===== src/rtl/alu_seq_pkg.sv =====
// rtl/alu_seq_pkg.sv - shared opcodes, FSM states and sizing constants for alu_seq_arbiter
package alu_seq_pkg;
  localparam int OPW         = 4;
  localparam int EXEC_CYCLES = 4;
  localparam int CNTW        = $clog2(EXEC_CYCLES);

  typedef enum logic [2:0] {
    OP_ADD = 3'b000,
    OP_SUB = 3'b001,
    OP_MUL = 3'b010,
    OP_DIV = 3'b011
  } op_e;

  typedef enum logic [1:0] {
    IDLE = 2'd0,
    EXEC = 2'd1,
    RESP = 2'd2
  } state_e;
endpackage


===== src/rtl/alu_seq_rr_arb.sv =====
// rtl/alu_seq_rr_arb.sv - 2-way round-robin grant; pointer remembers the last winner
module alu_seq_rr_arb (
  input  logic clk,
  input  logic rst,
  input  logic en,
  input  logic valid0,
  input  logic valid1,
  output logic grant0,
  output logic grant1
);
  // last_q = 1 means req1 won last, so req0 takes the next tie
  logic last_q;

  always_comb begin
    grant0 = en && valid0 && (!valid1 || last_q);
    grant1 = en && valid1 && (!valid0 || !last_q);
  end

  always_ff @(posedge clk) begin
    if (rst) begin
      last_q <= 1'b1;
    end else if (grant0 || grant1) begin
      last_q <= grant1;
    end
  end
endmodule


===== src/rtl/alu_seq_arbiter.sv =====
// rtl/alu_seq_arbiter.sv - two-requester iterative ALU; define ALU_SEQ_DIV_EN to build the divider
module alu_seq_arbiter
  import alu_seq_pkg::*;
#(
  parameter int W = OPW
) (
  input  logic           clk,
  input  logic           rst,
  input  logic           req0_valid,
  input  logic           req1_valid,
  output logic           req0_ready,
  output logic           req1_ready,
  input  logic [2:0]     req0_op,
  input  logic [2:0]     req1_op,
  input  logic [W-1:0]   req0_a,
  input  logic [W-1:0]   req0_b,
  input  logic [W-1:0]   req1_a,
  input  logic [W-1:0]   req1_b,
  input  logic           req0_cin,
  input  logic           req1_cin,
  output logic           rsp_valid,
  input  logic           rsp_ready,
  output logic           rsp_id,
  output logic [2*W-1:0] rsp_result,
  output logic           rsp_flag
);
  state_e state, state_nxt;

  logic grant0, grant1, accept;
  logic [2:0] op_q;
  logic [W-1:0] a_q, b_q;
  logic cin_q, id_q;
  logic [CNTW-1:0] cnt_q;

  logic [2*W-1:0] acc_q, mcand_q, acc_nxt;
  logic [W-1:0] mult_q;

  logic is_multi, exec_done;
  logic [W:0] sum, diff;
  logic [2*W-1:0] res_nxt;
  logic flag_nxt;

`ifdef ALU_SEQ_DIV_EN
  logic [W-1:0] rem_q, quo_q, rem_nxt, quo_nxt;
  logic [W:0] div_sh, div_tr;
`endif

  alu_seq_rr_arb u_arb (
    .clk    (clk),
    .rst    (rst),
    .en     (state == IDLE && !rst),
    .valid0 (req0_valid),
    .valid1 (req1_valid),
    .grant0 (grant0),
    .grant1 (grant1)
  );

  assign accept = grant0 || grant1;

  always_comb begin
    is_multi = (op_q == OP_MUL);
`ifdef ALU_SEQ_DIV_EN
    is_multi = is_multi || (op_q == OP_DIV && b_q != '0);
`endif
    exec_done = !is_multi || (cnt_q == CNTW'(EXEC_CYCLES - 1));
  end

  always_ff @(posedge clk) begin
    if (rst) begin
      state <= IDLE;
    end else begin
      state <= state_nxt;
    end
  end

  always_comb begin
    state_nxt = state;
    case (state)
      IDLE:    if (accept) state_nxt = EXEC;
      EXEC:    if (exec_done) state_nxt = RESP;
      RESP:    if (rsp_ready) state_nxt = IDLE;
      default: state_nxt = IDLE;
    endcase
  end

  always_comb begin
    req0_ready = grant0;
    req1_ready = grant1;
    rsp_valid  = (state == RESP);
  end

  // Shift-add multiply: one multiplier bit per EXEC cycle, LSB first
  always_comb begin
    acc_nxt = mult_q[0] ? acc_q + mcand_q : acc_q;
  end

`ifdef ALU_SEQ_DIV_EN
  // Restoring divide: dividend bits enter MSB first, remainder stays below b
  always_comb begin
    div_sh  = {rem_q, quo_q[W-1]};
    div_tr  = div_sh - {1'b0, b_q};
    rem_nxt = div_tr[W] ? div_sh[W-1:0] : div_tr[W-1:0];
    quo_nxt = {quo_q[W-2:0], ~div_tr[W]};
  end
`endif

  always_comb begin
    sum      = (W+1)'(a_q) + (W+1)'(b_q) + (W+1)'(cin_q);
    diff     = (W+1)'(a_q) - (W+1)'(b_q) - (W+1)'(cin_q);
    res_nxt  = '0;
    flag_nxt = 1'b0;
    case (op_q)
      OP_ADD: begin
        res_nxt[W-1:0] = sum[W-1:0];
        flag_nxt       = sum[W];
      end
      OP_SUB: begin
        res_nxt[W-1:0] = diff[W-1:0];
        flag_nxt       = diff[W];
      end
      OP_MUL: res_nxt = acc_nxt;
`ifdef ALU_SEQ_DIV_EN
      OP_DIV: begin
        if (b_q == '0) begin
          res_nxt  = {a_q, {W{1'b1}}};
          flag_nxt = 1'b1;
        end else begin
          res_nxt = {rem_nxt, quo_nxt};
        end
      end
`endif
      default: flag_nxt = 1'b1;
    endcase
  end

  always_ff @(posedge clk) begin
    if (rst) begin
      op_q       <= '0;
      a_q        <= '0;
      b_q        <= '0;
      cin_q      <= 1'b0;
      id_q       <= 1'b0;
      cnt_q      <= '0;
      acc_q      <= '0;
      mcand_q    <= '0;
      mult_q     <= '0;
      rsp_result <= '0;
      rsp_flag   <= 1'b0;
      rsp_id     <= 1'b0;
`ifdef ALU_SEQ_DIV_EN
      rem_q      <= '0;
      quo_q      <= '0;
`endif
    end else if (accept) begin
      op_q    <= grant1 ? req1_op : req0_op;
      a_q     <= grant1 ? req1_a : req0_a;
      b_q     <= grant1 ? req1_b : req0_b;
      cin_q   <= grant1 ? req1_cin : req0_cin;
      id_q    <= grant1;
      cnt_q   <= '0;
      acc_q   <= '0;
      mcand_q <= (2*W)'(grant1 ? req1_a : req0_a);
      mult_q  <= grant1 ? req1_b : req0_b;
`ifdef ALU_SEQ_DIV_EN
      rem_q   <= '0;
      quo_q   <= grant1 ? req1_a : req0_a;
`endif
    end else if (state == EXEC) begin
      cnt_q   <= cnt_q + 1'b1;
      acc_q   <= acc_nxt;
      mcand_q <= mcand_q << 1;
      mult_q  <= mult_q >> 1;
`ifdef ALU_SEQ_DIV_EN
      rem_q   <= rem_nxt;
      quo_q   <= quo_nxt;
`endif
      if (exec_done) begin
        rsp_result <= res_nxt;
        rsp_flag   <= flag_nxt;
        rsp_id     <= id_q;
      end
    end
  end
endmodule


===== config.mk =====
export PLATFORM = sky130hd
export DESIGN_NAME = alu_seq_arbiter
export DESIGN_NICKNAME = d
export VERILOG_FILES = /design/src/rtl/alu_seq_pkg.sv /design/src/rtl/alu_seq_rr_arb.sv /design/src/rtl/alu_seq_arbiter.sv
export SDC_FILE = /design/constraint.sdc
export NUM_CORES = 1
export LEC_CHECK = 0
export BUFFER_PORTS_ARGS = -buffer_cell sky130_fd_sc_hd__buf_2
export CORE_ASPECT_RATIO = 1.1
export CORE_MARGIN = 5
export CORE_UTILIZATION = 61
export CTS_BUF_LIST = sky130_fd_sc_hd__clkbuf_4 sky130_fd_sc_hd__clkbuf_8
export CTS_CLUSTER_SIZE = 30
export DETAILED_ROUTE_END_ITERATION = 16
export PLACE_DENSITY = 0.94
export RECOVER_POWER = 25
export SLEW_MARGIN = 25
export SYNTH_ARGS = -nofsm -noshare
export SYNTH_HDL_FRONTEND = slang
export SYNTH_HIERARCHICAL = 1
export SYNTH_SLANG_ARGS = --single-unit

===== constraint.sdc =====
create_clock -name clk -period 3.5 [get_ports clk]
set_clock_uncertainty 0.1 [all_clocks]
set_input_delay 0.7 -clock clk [delete_from_list [all_inputs] [get_ports clk]]
set_output_delay 0.7 -clock clk [all_outputs]
set_load 0.01 [all_outputs]

* Word-level counts from Yosys, hierarchy flattened
Index checks and enable logic that the tools add are counted.
** Storage, ports and cells
- Register bits after elaboration :: 48
- Logic and storage cells :: 66
** Operators by class
- Reductions and logical operators :: 20
- Eq/ne operators :: 8
- Mux-type cells :: 17
- Add/sub/neg operators :: 6
- Bitwise logic cells :: 1
** Operators by type and width (count)
- $mux 4 :: 6
- $mux 8 :: 3
- $pmux 4 s3 :: 1
- $add 8x8->8 :: 1
- $mux 2 :: 3
- $pmux 2 s3 :: 1
- $reduce_and 3->1 :: 2
- $add 4x4->5 :: 1
- $add 5x1->5 :: 1
- $logic_and 1x1->1 :: 5
- $logic_not 1->1 :: 5
- $sub 4x4->5 :: 1
- $sub 5x1->5 :: 1
- $eq 2x2->1 const B :: 2
- $logic_or 1x1->1 :: 4
- $ne 2x2->1 const B :: 2
- $eq 3x1->1 const B :: 1
- $eq 3x2->1 const B :: 1
- $logic_not 3->1 :: 1
- $mux 3 :: 1
- $pmux 1 s3 :: 1
- $add 2x1->2 const B :: 1
- $eq 2x1->1 const B :: 1
- $logic_not 2->1 :: 1
- 5 further kinds :: 5

* Logic depth before layout (Yosys ltp)
- Depth in word-level cells :: 7
- Mapped depth :: 12
- Depth with buffers taken out :: 12

* Cells and area by module
Netlist, hierarchy kept.
** Modules (own cells, without submodules)
- alu_seq_arbiter :: area an instance 2670.1 um^2, times used 1, sequential area each 940.9 um^2, cells an instance 324
- alu_seq_rr_arb :: area an instance 58.8 um^2, times used 1, sequential area each 20.0 um^2, cells an instance 8

* Least setup slack after synthesis
No wires, ideal clock.
- Kind :: input to register
- From :: input port rst
- To :: register cin_q
- Arrival time :: 2.569 ns
- Data required time :: 3.272 ns
- Slack :: 0.703 ns
- Path buffers :: 4
- Cell stages on the path :: 10
- Cells stage by stage :: clkbuf_1 > clkbuf_1 > nor3_1 > nand2_1 > a21oi_1 > buf_1 > clkbuf_1 > nor2_1 > a21oi_1 > nor2_1
** Between the ends
- Word-level cells in the longest chain between the ends :: 5
- Elaborated cells on any way between the ends :: 8
- Those cells by class :: mux (1); reduce/logical (7)
** Ends and longest elaborated chain
- start: declaration :: RTL line alu_seq_arbiter.sv:8 : input logic rst,
- $logic_not 1->1 (*) :: RTL line alu_seq_arbiter.sv:51 : .en (state == IDLE && !rst),
- $logic_and 1x1->1 (*) :: RTL line alu_seq_arbiter.sv:51
- $logic_and 1x1->1 (*) (2 in series) :: RTL line alu_seq_rr_arb.sv:16 : grant1 = en && valid1 && (!valid0 || !last_q);
- named net req1_ready :: RTL line alu_seq_arbiter.sv:12 : output logic req1_ready,
- $mux 1 or $logic_or 1x1->1 (tied branches) :: RTL line alu_seq_arbiter.sv:158, alu_seq_arbiter.sv:58
- end signal: assignment :: RTL line alu_seq_arbiter.sv:158 : cin_q <= grant1 ? req1_cin : req0_cin;
- end: declaration :: RTL line alu_seq_arbiter.sv:32 : logic cin_q, id_q;
Mark *: on every way through the listed nets, which the timed path passes. The rest lies on a longest branch.
A chain may end at the register's enable or synchronous reset.

* Worst setup path after layout
- From :: input port rst
- To :: register rsp_result[3]
** Between the ends
- Word-level cells in the longest chain between the ends :: 7
- Elaborated cells on any way between the ends :: 9
- Those cells by class :: bitwise (1); reduce/logical (8)
** Ends and longest elaborated chain
- $logic_not 1->1 :: RTL line alu_seq_arbiter.sv:51
- $logic_and 1x1->1 :: RTL line alu_seq_arbiter.sv:51
- $logic_and 1x1->1 (on tied branches) (2 in series) :: RTL line alu_seq_rr_arb.sv:15, alu_seq_rr_arb.sv:16
- $logic_or 1x1->1 :: RTL line alu_seq_arbiter.sv:58 : assign accept = grant0 || grant1;
- $not 1->1 (no source line)
- $reduce_and 3->1 (no source line)
- end signal: assignment :: RTL line alu_seq_arbiter.sv:178 : rsp_result <= res_nxt;
- end: declaration :: RTL line alu_seq_arbiter.sv:24 : output logic [2*W-1:0] rsp_result,
Parallel ways exist; a longest one is shown, timed or not.

==> impl_metrics.py <==
metrics = {
    "run_status": {
        "status": "finished clean",
    },
    "routing": {
        "ant_nets": 0,
        "route.detailed.vias_per_inst": 5.89,
        "drt_first_pass_iters": 4,
        "routed_wire_length_per_instance_um": 15.2,
        "route.detailed.drc": 0,
        "wl_mm": 6.43,
        "detailedRoute.firstIterationViolations": 221,
        "via_count": 2487,
    },
    "clock_network": {
        "cts-buffers-inserted": 5,
        "clk_pin_slew_ns": 0.10,
        "cts_root_buffer": "sky130_fd_sc_hd__clkbuf_8",
        "cts.repair.resized": 0,
        "holdBufCountCts": 0,
        "h-tree-depth": 2,
        "tritoncts_num_sinks": 48,
        "postCtsSetupBuffers": 0,
        "cts_tree": "done",
        "clk_latency_ns": 0.31,
        "clock_tree_buffer_depth": 2,
    },
    "setup_path": {
        "path_class": "in2reg",
        "critPathBufInv": 2,
        "crit_path_cell_trace": "buf_2 > nor3_1 > nand2_1 > a21oi_1 > clkbuf_1 > nor3_2 > o21ai_4 > a221oi_1 > a211oi_1",
        "crit_family": "compound AO/OA/AOI/OAI gates",
        "worst_r2r_startpoint": "state[0]",
        "cpPeakStageDelay_ns": 0.71,
        "critical_path_capture_point_type": "flip-flop",
        "cpMaxStageDelayCell": "sky130_fd_sc_hd__clkbuf_1",
        "crit_start": "rst",
        "worstSetupStartpointType": "input port",
        "worst-path-max-fanout": 21,
        "worstPathRequired_ns": 3.63,
        "critPathArrivalTime_ns": 2.97,
    },
    "finish": {
        "mostFrequentLayoutCells": "48 x sky130_fd_sc_hd__dfxtp_1, 40 x sky130_fd_sc_hd__nor2_1, 39 x sky130_fd_sc_hd__nand2_1, 34 x sky130_fd_sc_hd__a21oi_1, 31 x sky130_fd_sc_hd__buf_2",
        "nNetsFinal": 418,
        "syn_to_layout_area_delta_pct": 11.7,
        "layout.cells.most_common": "sky130_fd_sc_hd__dfxtp_1",
        "insertedDiodeCount": 0,
        "post_route_cells_drive_above_1_share_pct": 12.5,
    },
    "placed_design": {
        "pre_cts_slack_ns": 0.825,
        "dp_hpwl_mm": 4.76,
        "gp_congestion": 0.830,
        "io_buffer_count": 41,
    },
    "power_and_ir_drop": {
        "peakVddDrop_mv": 0.297,
        "pwr_density_cell_nw_per_um2": 432,
        "p_leak_uw": 0.00121,
    },
    "synth": {
        "yosysUniqueCellTypes": 45,
        "postSynthCellCount": 332,
        "syn_area_per_cell_sq_um": 8.22,
        "post_synthesis_register_bit_count": 48,
        "yosysTopAreaCell": "sky130_fd_sc_hd__dfxtp_1",
        "synth.cell_area_sq_um": 2730,
        "syn-num-nets": 383,
        "yosys_warnings": 6,
        "ys_top_cells_by_area": "sky130_fd_sc_hd__dfxtp_1 35%, sky130_fd_sc_hd__ha_1 7.8%, sky130_fd_sc_hd__a21oi_1 6.2%, sky130_fd_sc_hd__nor2_1 5.5%, sky130_fd_sc_hd__nand2_1 5.4%",
        "synth.yosys.seq_area_share_pct": 35.2,
        "synthFlopType": "sky130_fd_sc_hd__dfxtp_1",
        "synth_top_area_share_pct": 35.2,
        "synth_async_sr_flop_share_pct": 0,
        "post_synth_edffs": 0,
    },
    "floorplanning": {
        "die_ar_sq_um": 5910,
        "initial_utilization_pct": 63.2,
        "floorplan.rows": 25,
        "core_region_area_sq_um": 4320,
        "io_pins": 42,
        "die_h_um": 80.2,
        "floorplan.die.width_um": 73.8,
    },
    "sta": {
        "fmaxAchievable_mhz": 352,
        "setup_ws_ns": 0.659,
        "maxSlewHeadroom_pct": 34.4,
        "setup_viol": 0,
        "worstMarginPinSlew_ns": 0.981,
        "hold_viol": 0,
        "period_minus_slack_ns": 2.84,
        "fin_setup_tns_ns": 0,
        "final.period_utilization_pct": 81.2,
        "rsz0062_at_grt": "false",
        "timing.final.max_slew_violations": 0,
    },
    "grt": {
        "globalRouteTotalUtil_pct": 23.6,
        "grt.overflow.total": 0,
        "grt_pass1_vias": 2417,
        "antenna_violations_before_repair": 0,
        "grt_pass1_wl_mm": 10.9,
        "grt_max_degree": 38,
    },
    "worst_hold_path": {
        "worst_hold_path_type": "reg2reg",
        "hold_path.startpoint": "mcand_q[5]",
    },
    "job": {
        "max_cap_violations": 0,
    },
}
[final timing paths]
| path | end | slack (ns) | cells past startpoint |
|---|---|---|---|
| max | rsp_result[3] | 0.66 | 9 |
| min | mcand_q[6] | 0.37 | 2 |
| max reg2reg | rsp_result[3] | 0.70 | 8 |
| min reg2reg | mcand_q[6] | 0.37 | 2 |
[metrics by stage]
stage | area [sq um] | hold slack (ns) | power [uW] | utilization, % | std cells
global placement | 2950 | 0.347 | 888 | 68.4 | 414
detailed placement | 2950 | 0.369 | 905 | 68.4 | 414
CTS | 3070 | 0.376 | 1320 | 71.1 | 422
floorplan | 2730 | 0.340 | 830 | - | 332
global route | 3050 | 0.407 | 1380 | 70.6 | 422
finish | 3050 | 0.373 | 1320 | 70.6 | 422
[Yosys cell counts, drive strengths merged, types with 2 or more instances]
master	number
a22oi	9
nor2b	2
nand2	39
buf	6
clkbuf	11
nor2	40
nand3b	6
a21oi	35
a211o	2
nand3	3
a21o	2
and2	2
nor3	4
o21ai	18
o21bai	2
ha	17
dfxtp	48
nand2b	4
o22ai	2
xor2	2
fa	5
a221oi	2
xnor2	10
mux2i	11
a31oi	3
or3	3
inv	21
a211oi	11
o211ai	2
[worst min-delay path, stage by stage (launching register included)]
cell	delay (ns)
sky130_fd_sc_hd__dfxtp_1	0.33
sky130_fd_sc_hd__nand2_1	0.06
sky130_fd_sc_hd__a21oi_1	0.05
[cells by family after synthesis]
group                    count (synthesis)  synth area share (%)
AND/OR/NAND/NOR                        107                  17.7
multiplexers                            12                  4.45
buffers and inverters                   38                  5.91
adder cells (fa/ha/maj)                 22                  11.5
AO/OA/AOI/OAI                           93                  21.4
flip-flops                              48                  35.2
XOR/XNOR                                12                  3.85
[layer usage]
metal | vias up | global-route usage (%) | wire length, um
li1 | 1227 | - | -
met1 | 1151 | 28.7 | 2670
met2 | 86 | 39.3 | 3100
met3 | 23 | 4.13 | 399
met4 | 0 | 12.0 | 259
met5 | - | 0 | 0
[where the power goes]
group	switching, uW	internal (uW)	leakage [uW]	total, uW
combinational	163	116	0.000762	278
sequential	40.9	579	0.000391	620
clock	203	215	0.0000548	418
total	407	910	0.00121	1320
[flip-flops by register name, indices dropped and copies added, names as in the netlist, 2 cells and up]
| register | count |
|---|---|
| acc_q | 8 |
| state | 2 |
| mult_q | 4 |
| op_q | 3 |
| mcand_q | 8 |
| rsp_result | 8 |
| a_q | 4 |
| b_q | 4 |
| cnt_q | 2 |
[area by class of cell]
type                       instances  area, sq um
multi-input combinational        246         1610
fill                             326         1270
sequential                        48          961
timing repair buffer              45          219
inverter                          21         78.8
clock buffer                       5         68.8
tap                               54         67.6
clock inverter                     3         46.3
Note: power is estimated with default switching activity, not from simulation.
